===== src/rtl/dac_pkg.sv =====
// dac_pkg: shared constants, register offsets and FSM state type for the
// DAC update sequencer.
package dac_pkg;

  // Command code understood by the DAC controller: load a new channel value.
  localparam logic [15:0] DAC_CMD_NEW_VALUE = 16'h0001;

  // Register offsets within this block's command-bus slot (cmd_bus_addr[7:0]).
  localparam logic [7:0] VALUE_BASE = 8'h00;
  localparam logic [7:0] ID         = 8'h09;
  localparam logic [7:0] CTRL       = 8'h10;
  localparam logic [7:0] STATUS     = 8'h20;

  // Identification word returned at the ID offset.
  localparam logic [15:0] ID_VALUE = 16'h05EC;

  // Scheduler states.
  typedef enum logic [1:0] {
    IDLE      = 2'd0,
    ISSUE     = 2'd1,
    WAIT_RISE = 2'd2,
    WAIT_FALL = 2'd3
  } seq_state_e;

  // Word shipped to the DAC controller: {0, channel, 12-bit value}.
  function automatic logic [15:0] make_dac_word(input logic [2:0] ch,
                                                input logic [11:0] value);
    return {1'b0, ch, value};
  endfunction

endpackage


===== src/rtl/dac_sequencer_sync_2ff.sv =====
// sync_2ff: two-flop synchronizer bringing the DAC controller's busy flag
// (generated in the sclk domain) into ebi_clk.
module sync_2ff (
  input  logic ebi_clk,
  input  logic reset,
  input  logic d_i,
  output logic q_o
);

  logic meta_q;
  logic sync_q;

  // Two back-to-back flops; the first may go metastable, the second settles it.
  always_ff @(posedge ebi_clk) begin
    if (reset) begin
      meta_q <= 1'b0;
      sync_q <= 1'b0;
    end else begin
      meta_q <= d_i;
      sync_q <= meta_q;
    end
  end

  assign q_o = sync_q;

endmodule


===== src/rtl/dac_sequencer.sv =====
// dac_sequencer: host-writable per-channel DAC values, issued round-robin to
// the DAC controller one write at a time, pacing each write on the
// controller's busy handshake.
// Optional build macro: DAC_SEQ_AUTO_REFRESH_EN adds a periodic refresh
// counter that re-flags every channel as pending while ctrl[0] is set.
module dac_sequencer
  import dac_pkg::*;
#(
  parameter int POSITION       = 65,
  parameter int DAC_POSITION   = 64,
  parameter int NUM_CHANNELS   = 8,
  parameter int BUSY_TIMEOUT   = 64,
  parameter int REFRESH_PERIOD = 1_000_000
) (
  input  logic        ebi_clk,
  input  logic        reset,
  input  logic        cmd_bus_enable,
  input  logic        cmd_bus_wr,
  input  logic        re,
  input  logic [15:0] cmd_bus_addr,
  input  logic [31:0] cmd_bus_data,
  output logic [15:0] out_data,
  output logic        dac_cmd_enable,
  output logic        dac_cmd_wr,
  output logic [15:0] dac_cmd_addr,
  output logic [31:0] dac_cmd_data,
  input  logic        dac_busy
);

  localparam logic [7:0] SLOT      = 8'(POSITION);
  localparam logic [7:0] DAC_SLOT  = 8'(DAC_POSITION);
  localparam logic [7:0] CH_MASK   = 8'((1 << NUM_CHANNELS) - 1);
  localparam logic [2:0] LAST_CH   = 3'(NUM_CHANNELS - 1);
  localparam int         TIMER_W   = $clog2(BUSY_TIMEOUT + 1);
  localparam logic [TIMER_W-1:0] TIMER_LAST = TIMER_W'(BUSY_TIMEOUT - 1);

  // Host bus decode
  logic       cs;
  logic       wr_en;
  logic       rd_en;
  logic [7:0] reg_addr;
  logic [7:0] chan_wr;
  logic       flush;
  logic       refresh_hit;

  // Register file and scheduler state
  logic [11:0]        value_q [8];
  logic [15:0]        chan_word [8];
  logic [7:0]         pending_q, pending_d;
  logic [7:0]         clr_mask, rep_mask, set_mask;
  logic [2:0]         last_ch_q, last_ch_d;
  logic [2:0]         cur_ch_q, cur_ch_d;
  logic [3:0]         err_cnt_q, err_cnt_d;
  logic               ctrl_en_q, ctrl_en_d;
  logic [TIMER_W-1:0] timer_q, timer_d;
  seq_state_e         state_q, state_d;
  logic               busy_s;
  logic [3:0]         pick;

  // Registered outputs
  logic [15:0] out_data_q, out_data_d;
  logic        dac_en_q, dac_en_d;
  logic        dac_wr_q, dac_wr_d;
  logic [15:0] dac_addr_q, dac_addr_d;
  logic [31:0] dac_data_q, dac_data_d;

  logic unused_data_bits;
  assign unused_data_bits = ^cmd_bus_data[31:12];

  assign cs       = cmd_bus_enable && (cmd_bus_addr[15:8] == SLOT);
  assign wr_en    = cs && cmd_bus_wr;
  assign rd_en    = cs && re;
  assign reg_addr = cmd_bus_addr[7:0];
  assign flush    = wr_en && (reg_addr == CTRL) && cmd_bus_data[1];

  // Per-channel write strobes and outgoing words; channels beyond
  // NUM_CHANNELS never decode and always read as zero.
  for (genvar gi = 0; gi < 8; gi++) begin : g_chan
    if (gi < NUM_CHANNELS) begin : g_live
      assign chan_wr[gi] = wr_en && (reg_addr == (VALUE_BASE + 8'(gi)));
    end else begin : g_dead
      assign chan_wr[gi] = 1'b0;
    end
    assign chan_word[gi] = make_dac_word(3'(gi), value_q[gi]);
  end

  sync_2ff u_busy_sync (
    .ebi_clk (ebi_clk),
    .reset   (reset),
    .d_i     (dac_busy),
    .q_o     (busy_s)
  );

`ifdef DAC_SEQ_AUTO_REFRESH_EN
  localparam logic [31:0] REFRESH_RELOAD = 32'(REFRESH_PERIOD - 1);
  logic [31:0] refresh_cnt_q;

  // Refresh down-counter: runs only while enabled, reloads on expiry or disable.
  always_ff @(posedge ebi_clk) begin
    if (reset || !ctrl_en_q || (refresh_cnt_q == 32'd0)) begin
      refresh_cnt_q <= REFRESH_RELOAD;
    end else begin
      refresh_cnt_q <= refresh_cnt_q - 32'd1;
    end
  end

  assign refresh_hit = ctrl_en_q && (refresh_cnt_q == 32'd0);
`else
  logic unused_refresh;
  assign unused_refresh = (REFRESH_PERIOD == 0);
  assign refresh_hit    = 1'b0;
`endif

  // First pending channel strictly after 'last', wrapping; returns {found, ch}.
  // Offsets are scanned far-to-near so the nearest hit is the one kept.
  function automatic logic [3:0] rr_pick(input logic [7:0] req,
                                         input logic [2:0] last);
    logic [3:0] res;
    int         idx;
    res = 4'd0;
    for (int i = NUM_CHANNELS; i >= 1; i--) begin
      idx = int'(last) + i;
      if (idx >= NUM_CHANNELS) idx = idx - NUM_CHANNELS;
      if (req[idx[2:0]]) res = {1'b1, idx[2:0]};
    end
    return res;
  endfunction

  assign pick = rr_pick(pending_q, last_ch_q);

  // Host-side pending sources: value writes, explicit flush, periodic refresh.
  assign set_mask = chan_wr | {8{flush | refresh_hit}};

  // Scheduler next-state, strobe generation and pending-bit bookkeeping.
  always_comb begin
    state_d    = state_q;
    last_ch_d  = last_ch_q;
    cur_ch_d   = cur_ch_q;
    err_cnt_d  = err_cnt_q;
    timer_d    = timer_q;
    clr_mask   = 8'd0;
    rep_mask   = 8'd0;
    dac_en_d   = 1'b0;
    dac_wr_d   = 1'b0;
    dac_addr_d = 16'd0;
    dac_data_d = 32'd0;

    case (state_q)
      IDLE: begin
        if (pick[3]) begin
          cur_ch_d           = pick[2:0];
          clr_mask[pick[2:0]] = 1'b1;
          dac_en_d           = 1'b1;
          dac_wr_d           = 1'b1;
          dac_addr_d         = {DAC_SLOT, 8'h00};
          dac_data_d         = {DAC_CMD_NEW_VALUE, chan_word[pick[2:0]]};
          state_d            = ISSUE;
        end
      end
      ISSUE: begin
        timer_d = '0;
        state_d = WAIT_RISE;
      end
      WAIT_RISE: begin
        if (busy_s) begin
          state_d = WAIT_FALL;
        end else if (timer_q == TIMER_LAST) begin
          if (err_cnt_q != 4'hF) err_cnt_d = err_cnt_q + 4'd1;
          rep_mask[cur_ch_q] = 1'b1;
          state_d            = IDLE;
        end else begin
          timer_d = timer_q + 1'b1;
        end
      end
      WAIT_FALL: begin
        if (!busy_s) begin
          last_ch_d = cur_ch_q;
          state_d   = IDLE;
        end
      end
      default: state_d = IDLE;
    endcase

    // A set in the same cycle as the issue-clear wins, so a value written
    // while its channel is being issued goes out again on the next sweep.
    pending_d = ((pending_q & ~clr_mask) | set_mask | rep_mask) & CH_MASK;
  end

  // Host read mux; anything unmapped or not selected reads as zero.
  always_comb begin
    out_data_d = 16'd0;
    ctrl_en_d  = ctrl_en_q;
    if (rd_en) begin
      case (reg_addr)
        ID:      out_data_d = ID_VALUE;
        STATUS:  out_data_d = {err_cnt_q, 3'b000, (state_q != IDLE), pending_q};
        default: out_data_d = 16'd0;
      endcase
    end
    if (wr_en && (reg_addr == CTRL)) ctrl_en_d = cmd_bus_data[0];
  end

  // State, register file and output registers.
  always_ff @(posedge ebi_clk) begin
    if (reset) begin
      state_q    <= IDLE;
      pending_q  <= 8'd0;
      last_ch_q  <= LAST_CH;
      cur_ch_q   <= 3'd0;
      err_cnt_q  <= 4'd0;
      ctrl_en_q  <= 1'b0;
      timer_q    <= '0;
      out_data_q <= 16'd0;
      dac_en_q   <= 1'b0;
      dac_wr_q   <= 1'b0;
      dac_addr_q <= 16'd0;
      dac_data_q <= 32'd0;
      for (int i = 0; i < 8; i++) value_q[i] <= 12'd0;
    end else begin
      state_q    <= state_d;
      pending_q  <= pending_d;
      last_ch_q  <= last_ch_d;
      cur_ch_q   <= cur_ch_d;
      err_cnt_q  <= err_cnt_d;
      ctrl_en_q  <= ctrl_en_d;
      timer_q    <= timer_d;
      out_data_q <= out_data_d;
      dac_en_q   <= dac_en_d;
      dac_wr_q   <= dac_wr_d;
      dac_addr_q <= dac_addr_d;
      dac_data_q <= dac_data_d;
      for (int i = 0; i < 8; i++) begin
        if (chan_wr[i]) value_q[i] <= cmd_bus_data[11:0];
      end
    end
  end

  assign out_data       = out_data_q;
  assign dac_cmd_enable = dac_en_q;
  assign dac_cmd_wr     = dac_wr_q;
  assign dac_cmd_addr   = dac_addr_q;
  assign dac_cmd_data   = dac_data_q;

endmodule


===== config.mk =====
export PLATFORM = sky130hd
export DESIGN_NAME = dac_sequencer
export DESIGN_NICKNAME = d
export VERILOG_FILES = /design/src/rtl/dac_pkg.sv /design/src/rtl/dac_sequencer_sync_2ff.sv /design/src/rtl/dac_sequencer.sv
export SDC_FILE = /design/constraint.sdc
export NUM_CORES = 1
export LEC_CHECK = 0
export ABC_AREA = 1
export ABC_CLOCK_PERIOD_IN_PS = 8700
export CELL_PAD_IN_SITES_DETAIL_PLACEMENT = 2
export CELL_PAD_IN_SITES_GLOBAL_PLACEMENT = 2
export CORE_MARGIN = 2
export CORE_UTILIZATION = 36
export CTS_BUF_LIST = sky130_fd_sc_hd__clkbuf_8
export CTS_CLUSTER_SIZE = 20
export DETAILED_ROUTE_END_ITERATION = 10
export PLACE_DENSITY_LB_ADDON = 0.3
export SLEW_MARGIN = 25
export SYNTH_ARGS = -nofsm -noshare
export SYNTH_HDL_FRONTEND = slang
export SYNTH_SLANG_ARGS = --single-unit

===== constraint.sdc =====
create_clock -name ebi_clk -period 8.7 [get_ports ebi_clk]
set_clock_uncertainty 0.2 [all_clocks]
set_input_delay 1.74 -clock ebi_clk [delete_from_list [all_inputs] [get_ports ebi_clk]]
set_output_delay 1.74 -clock ebi_clk [all_outputs]
set_load 0.005 [all_outputs]

==> out/qor.txt, run 1 <==
=====================================================================================
TritonCTS clock tree                                                              yes
Flop pwr share                                                                  0.362
Nets                                                                            1,022
Final critical-path required period                                           4.50 ns
Total CTS buffers                                                                  17
Slew at the pin with the worst max-slew slack                                0.905 ns
Number of antenna cells inserted                                                    0
Sequential area share after synthesis                                           0.527
Final slew viol count                                                               0
Start of the worst register-to-register path                             last_ch_q[1]
Buffer depth of the longest clock path                                              2
CTS Root Buffer Type                                                         clkbuf_8
Number of enable-type register cells in the synthesized netlist                    96
ANT nets after route                                                                0
Via Count                                                                       6,313
Initial core utilization                                                        0.367
Number of design rule violations left after detail routing                          0
Total net switching power                                                   0.00102 W
Pwr/cell area                                                             274 mW/mm^2
Endpoint arrival time on the critical path                                    4.41 ns
Std cell rows                                                                      53
Number of warnings printed during yosys synthesis                                   0
Post-Route Setup TNS                                                             0 ns
Worst slew margin relative to its limit                                         0.397
Logic pwr share                                                                 0.414
Hold Startpoint                                                          u_busy_sync.meta_q
Post-CTS setup buffer count                                                         0
Cell count after synthesis                                                        913
Worst endpoint required time                                                  8.61 ns
Height of the die                                                              150 um
Final setup violation count                                                         0
Worst IR drop on VDD                                                         0.112 mV
Weighted congestion at the end of routability-driven global placement           0.806
Outcome                                                                  finished, final reports clean
Die Outline Area                                                          0.0226 mm^2
Cell type with the highest aggregate area in the netlist                     edfxtp_1
Number of vias per cell                                                          5.05
Hold bufs inserted after CTS                                                        0
Number of top-level pins                                                          120
Clock sinks                                                                       155
Total of cells resized after clock tree synthesis                                   0
Initial antenna violation count                                                     0
Fillers                                                                         2,393
Worst min-delay path category                                            register to register
Max-cap violations                                                                  0
Wire length of the first global-routing pass                                37,800 um
Count of state elements after synthesis                                           155
Start-to-end type of the worst setup path                                input port to register
Pin count of the biggest net entering global routing                               51
Depth of the CTS H-tree                                                             4
Static Leak                                                                   3.50 nW
Initial DRT Pass Iterations                                                         4
Timing startpoint of the critical path                                   cmd_bus_addr[11]
Latest clock arrival within the worst-skew pair                               0.47 ns
Kind of capture point of the worst setup path                                register
Total Power                                                                 0.00240 W
Achievable Freq                                                               222 MHz
Switching portion of total power                                                0.426
Number of distinct library cells after synthesis                                   39
Clock share of power                                                            0.223
Die X-Extent                                                                   150 um
Total global routing overflow                                                       0
Top flip-flop cell by instance count after synthesis                         edfxtp_1
Clock-pin slew of the registers on the worst-case setup and hold paths        0.08 ns
Yosys top cell area share                                                       0.374
Final hold vios                                                                     0
Syn avg cell area                                                           8.44 um^2
Setup crit start kind                                                      input port
Vias in the first global route                                                  6,846
Drt first-iter violations                                                         290
Unrepaired setup endpoints after global routing                                    no
Fin crit share                                                                  0.517
Sum of routed wire length over all layers                                   23,800 um
Synth-to-Final Area Change                                                      13.6%
Hpwl dp                                                                     16,500 um
Internal portion of total power                                             0.00138 W
Most area-consuming cells after synthesis                                edfxtp_1, dfxtp_1, nand2_1
Global-route usage over all layers                                              0.224
Fraction of final layout cells sized beyond drive strength 1                   0.0749
Ys async rst share                                                                  0
Critical-path maximum fanout                                                       13
Leading cell type in the layout, fill and taps excluded                       nand2_1
Post-DR wirelength/cell                                                       19.1 um
Setup slack of the worst register-to-register path                            4.39 ns
Cell area after synthesis                                                0.00770 mm^2
Area of the core                                                          0.0210 mm^2
Number of I/O port buffers                                                         66
Commonest non-fill, non-tap cells in the layout                          nand2_1, nor2_1, nand3_1
=====================================================================================
==> cell type report <==
cell class | count | area, um^2 | share of cell area
Inverter | 99 | 374 | 0.0427
Sequential cell | 155 | 4060 | 0.464
Multi-Input combinational cell | 619 | 2910 | 0.332
Clock buffer | 18 | 248 | 0.0283
Timing Repair Buffer | 69 | 683 | 0.0780
Clock inverter | 14 | 131 | 0.0150
Tap cell | 275 | 344 | 0.0393
==> kinds of logic (layout without fill, tap and decap cells) <==
| kind of cell | after synthesis | in the layout | synth area share |
|---|---|---|---|
| simple gates | 502 | 502 | 0.286 |
| compound gates | 74 | 74 | 0.0598 |
| buf+inv | 171 | 200 | 0.111 |
| flops | 155 | 155 | 0.527 |
| xor+xnor | 3 | 3 | 0.00341 |
| fa+ha+maj | 7 | 7 | 0.0114 |
| other cells | 1 | 33 | 0.000487 |
==> power groups by stage <==
| stage | Sequential (W) | Combinational [W] | Clock [W] |
|---|---|---|---|
| after floorplan | 0.000877 | 0.000678 | 0 |
| after global placement | 0.000883 | 0.000958 | 0 |
| after detailed placement | 0.000887 | 0.000984 | 0 |
| after CTS | 0.000871 | 0.000999 | 0.000545 |
| after global routing | 0.000877 | 0.00111 | 0.000579 |
| final | 0.000869 | 0.000994 | 0.000536 |
==> layer usage <==
layer  share of wire  wire length (um)  GRT usage  vias up
li1                -                 -          -     3023
met1            0.45             10600      0.286     3151
met2            0.50             12000      0.391      125
met3           0.042               998     0.0339       14
met4          0.0090               214     0.0637        0
met5               0                 0          0        -
==> critical path, cell delays in order <==
cell and delay, ns:
clkdlybuf4s50_1 0.40, nor4_1 0.30, nand3b_1 0.13, nor3_1 0.21, nand2_1 0.17, inv_1 0.13, nand3_1 0.20, nor2_1 0.29
inv_1 0.28, nand2_1 0.56
==> through the flow <==
stage                     hold slack [ns]  cells  utilization  setup slack [ns]  cell area (um^2)
after global routing                0.243   1249        0.416              3.95              8750
after CTS                           0.222   1249        0.416              4.15              8750
after global placement              0.190   1217        0.398              3.88              8370
final                               0.221   1249        0.416              4.20              8750
after detailed placement            0.210   1217        0.398              3.71              8370
after floorplan                     0.188    945            -              4.59              7830
==> Yosys cell counts (2+ instances only) <==
| cell | number |
|---|---|
| nand2_1 | 199 |
| nor2_1 | 124 |
| nand3_1 | 120 |
| edfxtp_1 | 96 |
| inv_1 | 92 |
| dfxtp_1 | 59 |
| buf_4 | 40 |
| a21oi_1 | 31 |
| nor3_1 | 20 |
| o21ai_0 | 16 |
| buf_2 | 15 |
| a21oi_2 | 12 |
| nand2_2 | 12 |
| clkbuf_1 | 10 |
| nand4_1 | 10 |
| ha_1 | 7 |
| buf_6 | 6 |
| nand3_2 | 6 |
| a211oi_1 | 5 |
| inv_2 | 5 |
| o211ai_1 | 4 |
| nand2_4 | 3 |
| nor3b_1 | 3 |
| nor4_1 | 2 |
| xnor2_1 | 2 |
==> flip-flops by register name, indices dropped and copies added, names as in the netlist <==
name	count
timer_q	7
out_data	14
state_q	2
dac_cmd_data	15
u_busy_sync.meta_q	1
pending_q	8
u_busy_sync.q_o	1
value_q	96
dac_cmd_wr	1
err_cnt_q	4
last_ch_q	3
cur_ch_q	3
==> path summary, 6_finish.rpt <==
| path | to | cells past startpoint |
|---|---|---|
| worst max-delay path | value_q[1][19] | 10 |
| worst min-delay path | u_busy_sync.q_o | 2 |
| worst min register to register | u_busy_sync.q_o | 2 |
| worst max register to register | dac_cmd_data[3] | 18 |
(Power assumes the default switching activity.)
==> inputs of run 2 (changes only) <==
--- a/config.mk
+++ b/config.mk
@@ -6,11 +6,11 @@
 export NUM_CORES = 1
 export LEC_CHECK = 0
 export ABC_AREA = 1
-export ABC_CLOCK_PERIOD_IN_PS = 8700
+export ABC_CLOCK_PERIOD_IN_PS = 4200
 export CELL_PAD_IN_SITES_DETAIL_PLACEMENT = 2
 export CELL_PAD_IN_SITES_GLOBAL_PLACEMENT = 2
 export CORE_MARGIN = 2
-export CORE_UTILIZATION = 36
+export CORE_UTILIZATION = 33
 export CTS_BUF_LIST = sky130_fd_sc_hd__clkbuf_8
 export CTS_CLUSTER_SIZE = 20
 export DETAILED_ROUTE_END_ITERATION = 10
==> constraint.sdc (replaced) <==
create_clock -name ebi_clk -period 4.2 [get_ports ebi_clk]
set_clock_uncertainty 0.2 [all_clocks]
set_input_delay 0.84 -clock ebi_clk [delete_from_list [all_inputs] [get_ports ebi_clk]]
set_output_delay 0.84 -clock ebi_clk [all_outputs]
set_load 0.005 [all_outputs]
==> run 2 against run 1 <==
Compared with the run above:
- sequential share of layout area fell by 1.5 points
- critical endpoint is now dac_cmd_data[0]
- core utilization fell by 1.9 points
- cell area rose by 3.3%
- final cell count rose by 5.1%
- worst setup slack got worse by 3.3 ns
- count of clock-buffer cells in the layout fell by 1
- first-iteration DRC count rose by 9.3%
- largest cell class unchanged
- largest power group unchanged
- critical path depth rose by 12
==> out/qor.txt, run 2 (synthesized netlist as in run 1, its figures left out) <==
=====================================================================================
Buffer depth of the longest clock path                                              2   unchanged
Final hold vios                                                                     0   unchanged
Setup crit start kind                                                        register   was input port
Max-cap violations                                                                  0   unchanged
Initial core utilization                                                        0.338   was 0.367
Post-CTS setup buffer count                                                         0   unchanged
Area of the core                                                          0.0228 mm^2   was 0.0210 mm^2
Vias in the first global route                                                  6,933   was 6,846
Sum of routed wire length over all layers                                   24,300 um   was 23,800 um
Fillers                                                                         2,554   was 2,393
Final setup violation count                                                         0   unchanged
Start-to-end type of the worst setup path                                register to register   was input port to register
Routed wl met3                                                                 611 um   was 998 um
Static Leak                                                                   3.63 nW   was 3.50 nW
Number of design rule violations left after detail routing                          0   unchanged
Weighted congestion at the end of routability-driven global placement           0.801   was 0.806
Total non-filler cell area in the finished layout                        0.00904 mm^2   was 0.00875 mm^2
Kind of capture point of the worst setup path                                register   unchanged
Hold bufs inserted after CTS                                                        0   unchanged
Total met2 wirelength after detailed routing                                12,100 um   was 12,000 um
Top sig layer                                                                    met4   unchanged
Routed met1 length                                                          11,200 um   was 10,600 um
Outcome                                                                  finished, final reports clean   unchanged
Wire length of the first global-routing pass                                38,100 um   was 37,800 um
Latest clock arrival within the worst-skew pair                               0.46 ns   was 0.47 ns
Number of antenna cells inserted                                                    0   unchanged
Std cell rows                                                                      55   was 53
Fraction of final layout cells sized beyond drive strength 1                    0.103   was 0.0749
Depth of the CTS H-tree                                                             4   unchanged
Pwr/cell area                                                             570 mW/mm^2   was 274 mW/mm^2
Commonest non-fill, non-tap cells in the layout                          nand2_1, nor2_1, nand3_1   unchanged
Unrepaired setup endpoints after global routing                                    no   unchanged
Number of vias per cell                                                          4.92   was 5.05
Final slew viol count                                                               0   unchanged
Total of cells resized after clock tree synthesis                                   0   unchanged
CTS Root Buffer Type                                                         clkbuf_8   unchanged
Total CTS buffers                                                                  17   unchanged
Endpoint arrival time on the critical path                                    3.51 ns   was 4.41 ns
Number of top-level pins                                                          120   unchanged
Worst min-delay path category                                            register to register   unchanged
Pin count of the biggest net entering global routing                               50   was 51
Die X-Extent                                                                   157 um   was 150 um
Synth-to-Final Area Change                                                      17.4%   was 13.6%
ANT nets after route                                                                0   unchanged
Clock sinks                                                                       155   unchanged
Worst endpoint required time                                                  4.37 ns   was 8.61 ns
Total global routing overflow                                                       0   unchanged
Achievable Freq                                                               300 MHz
Nets                                                                            1,048   was 1,022
Max FFs per register                                                               96   unchanged
Initial antenna violation count                                                     0   unchanged
Worst slew margin relative to its limit                                         0.563   was 0.397
Post-Route Setup TNS                                                             0 ns   unchanged
Global-route usage over all layers                                              0.205   was 0.224
Number of I/O port buffers                                                         66   unchanged
Via Count                                                                       6,459   was 6,313
Height of the die                                                              157 um   was 150 um
Hpwl dp                                                                     17,000 um   was 16,500 um
TritonCTS clock tree                                                              yes   unchanged
Critical-path maximum fanout                                                       27   was 13
Slew at the pin with the worst max-slew slack                                0.651 ns   was 0.905 ns
Register bank with the most flops                                             value_q   unchanged
Final critical-path required period                                           3.34 ns
Post-DR wirelength/cell                                                       18.5 um   was 19.1 um
Clock-pin slew of the registers on the worst-case setup and hold paths        0.09 ns   was 0.08 ns
Initial DRT Pass Iterations                                                         4   unchanged
Leading cell type in the layout, fill and taps excluded                       nand2_1   unchanged
Die Outline Area                                                          0.0246 mm^2   was 0.0226 mm^2
Fin crit share                                                                  0.795
Worst IR drop on VDD                                                         0.238 mV   was 0.112 mV
Drt first-iter violations                                                         317   was 290
Placed inst area                                                         0.00865 mm^2   was 0.00837 mm^2
=====================================================================================
run 2: layout make-up:
class / instances / area (um^2) / area share
Timing Repair Buffer: 95 / 916 / 0.101
Inverter: 99 / 374 / 0.0414
Multi-Input combinational cell: 619 / 2900 / 0.321
Tap cell: 313 / 392 / 0.0433
Sequential cell: 155 / 4060 / 0.449
Clock buffer: 17 / 234 / 0.0259
Clock inverter: 15 / 163 / 0.0180
run 2: worst paths after layout:
kind                                          from         endpoint  slack, ns  cells after the start
worst min-delay path            u_busy_sync.meta_q  u_busy_sync.q_o       0.22                      2
worst min register to register  u_busy_sync.meta_q  u_busy_sync.q_o       0.22                      2
worst max register to register        last_ch_q[0]  dac_cmd_data[0]       0.86                     22
worst max-delay path                  last_ch_q[0]  dac_cmd_data[0]       0.86                     22
run 2: metrics by stage:
stage                     setup WS (ns)  power, W  utilization  std cells  hold slack (ns)
after floorplan                   0.992   0.00322            -        945            0.188
after CTS                         0.819   0.00521        0.397       1313            0.224
after detailed placement          0.640   0.00400        0.380       1281            0.209
after global placement            0.689   0.00392        0.380       1281            0.195
after global routing              0.520   0.00548        0.397       1313            0.227
final                             0.863   0.00515        0.397       1313            0.219
run 2: routing by layer:
metal  vias to the layer above  global-route usage
li1                       3068                   -
met1                      3258               0.262
met2                       107               0.361
met3                        26              0.0349
met4                         0              0.0494
met5                         -                   0
run 2: worst max-delay path: stages, from the launching register on:
cell and delay [ns]:
dfxtp_1 0.39, inv_4 0.12, ha_1 0.41, inv_1 0.24, nand3_1 0.17, nand3_2 0.11
nand2_2 0.08, inv_2 0.07, nand2_1 0.05, nand2_1 0.05, nand2_1 0.04, nand2_1 0.05
nand2_1 0.06, nand2_2 0.07, nand2_4 0.06, nand2_4 0.30, buf_12 0.22, nand2_1 0.08
nand2_1 0.06, nand2_1 0.06, nand2_1 0.08, inv_1 0.04, a21oi_1 0.21
run 2: where the power goes:
| group | internal (W) | switching [W] | total (W) |
|---|---|---|---|
| clock | 0.000539 | 0.000636 | 0.00118 |
| combinational | 0.000680 | 0.00150 | 0.00218 |
| sequential | 0.00174 | 0.0000531 | 0.00179 |
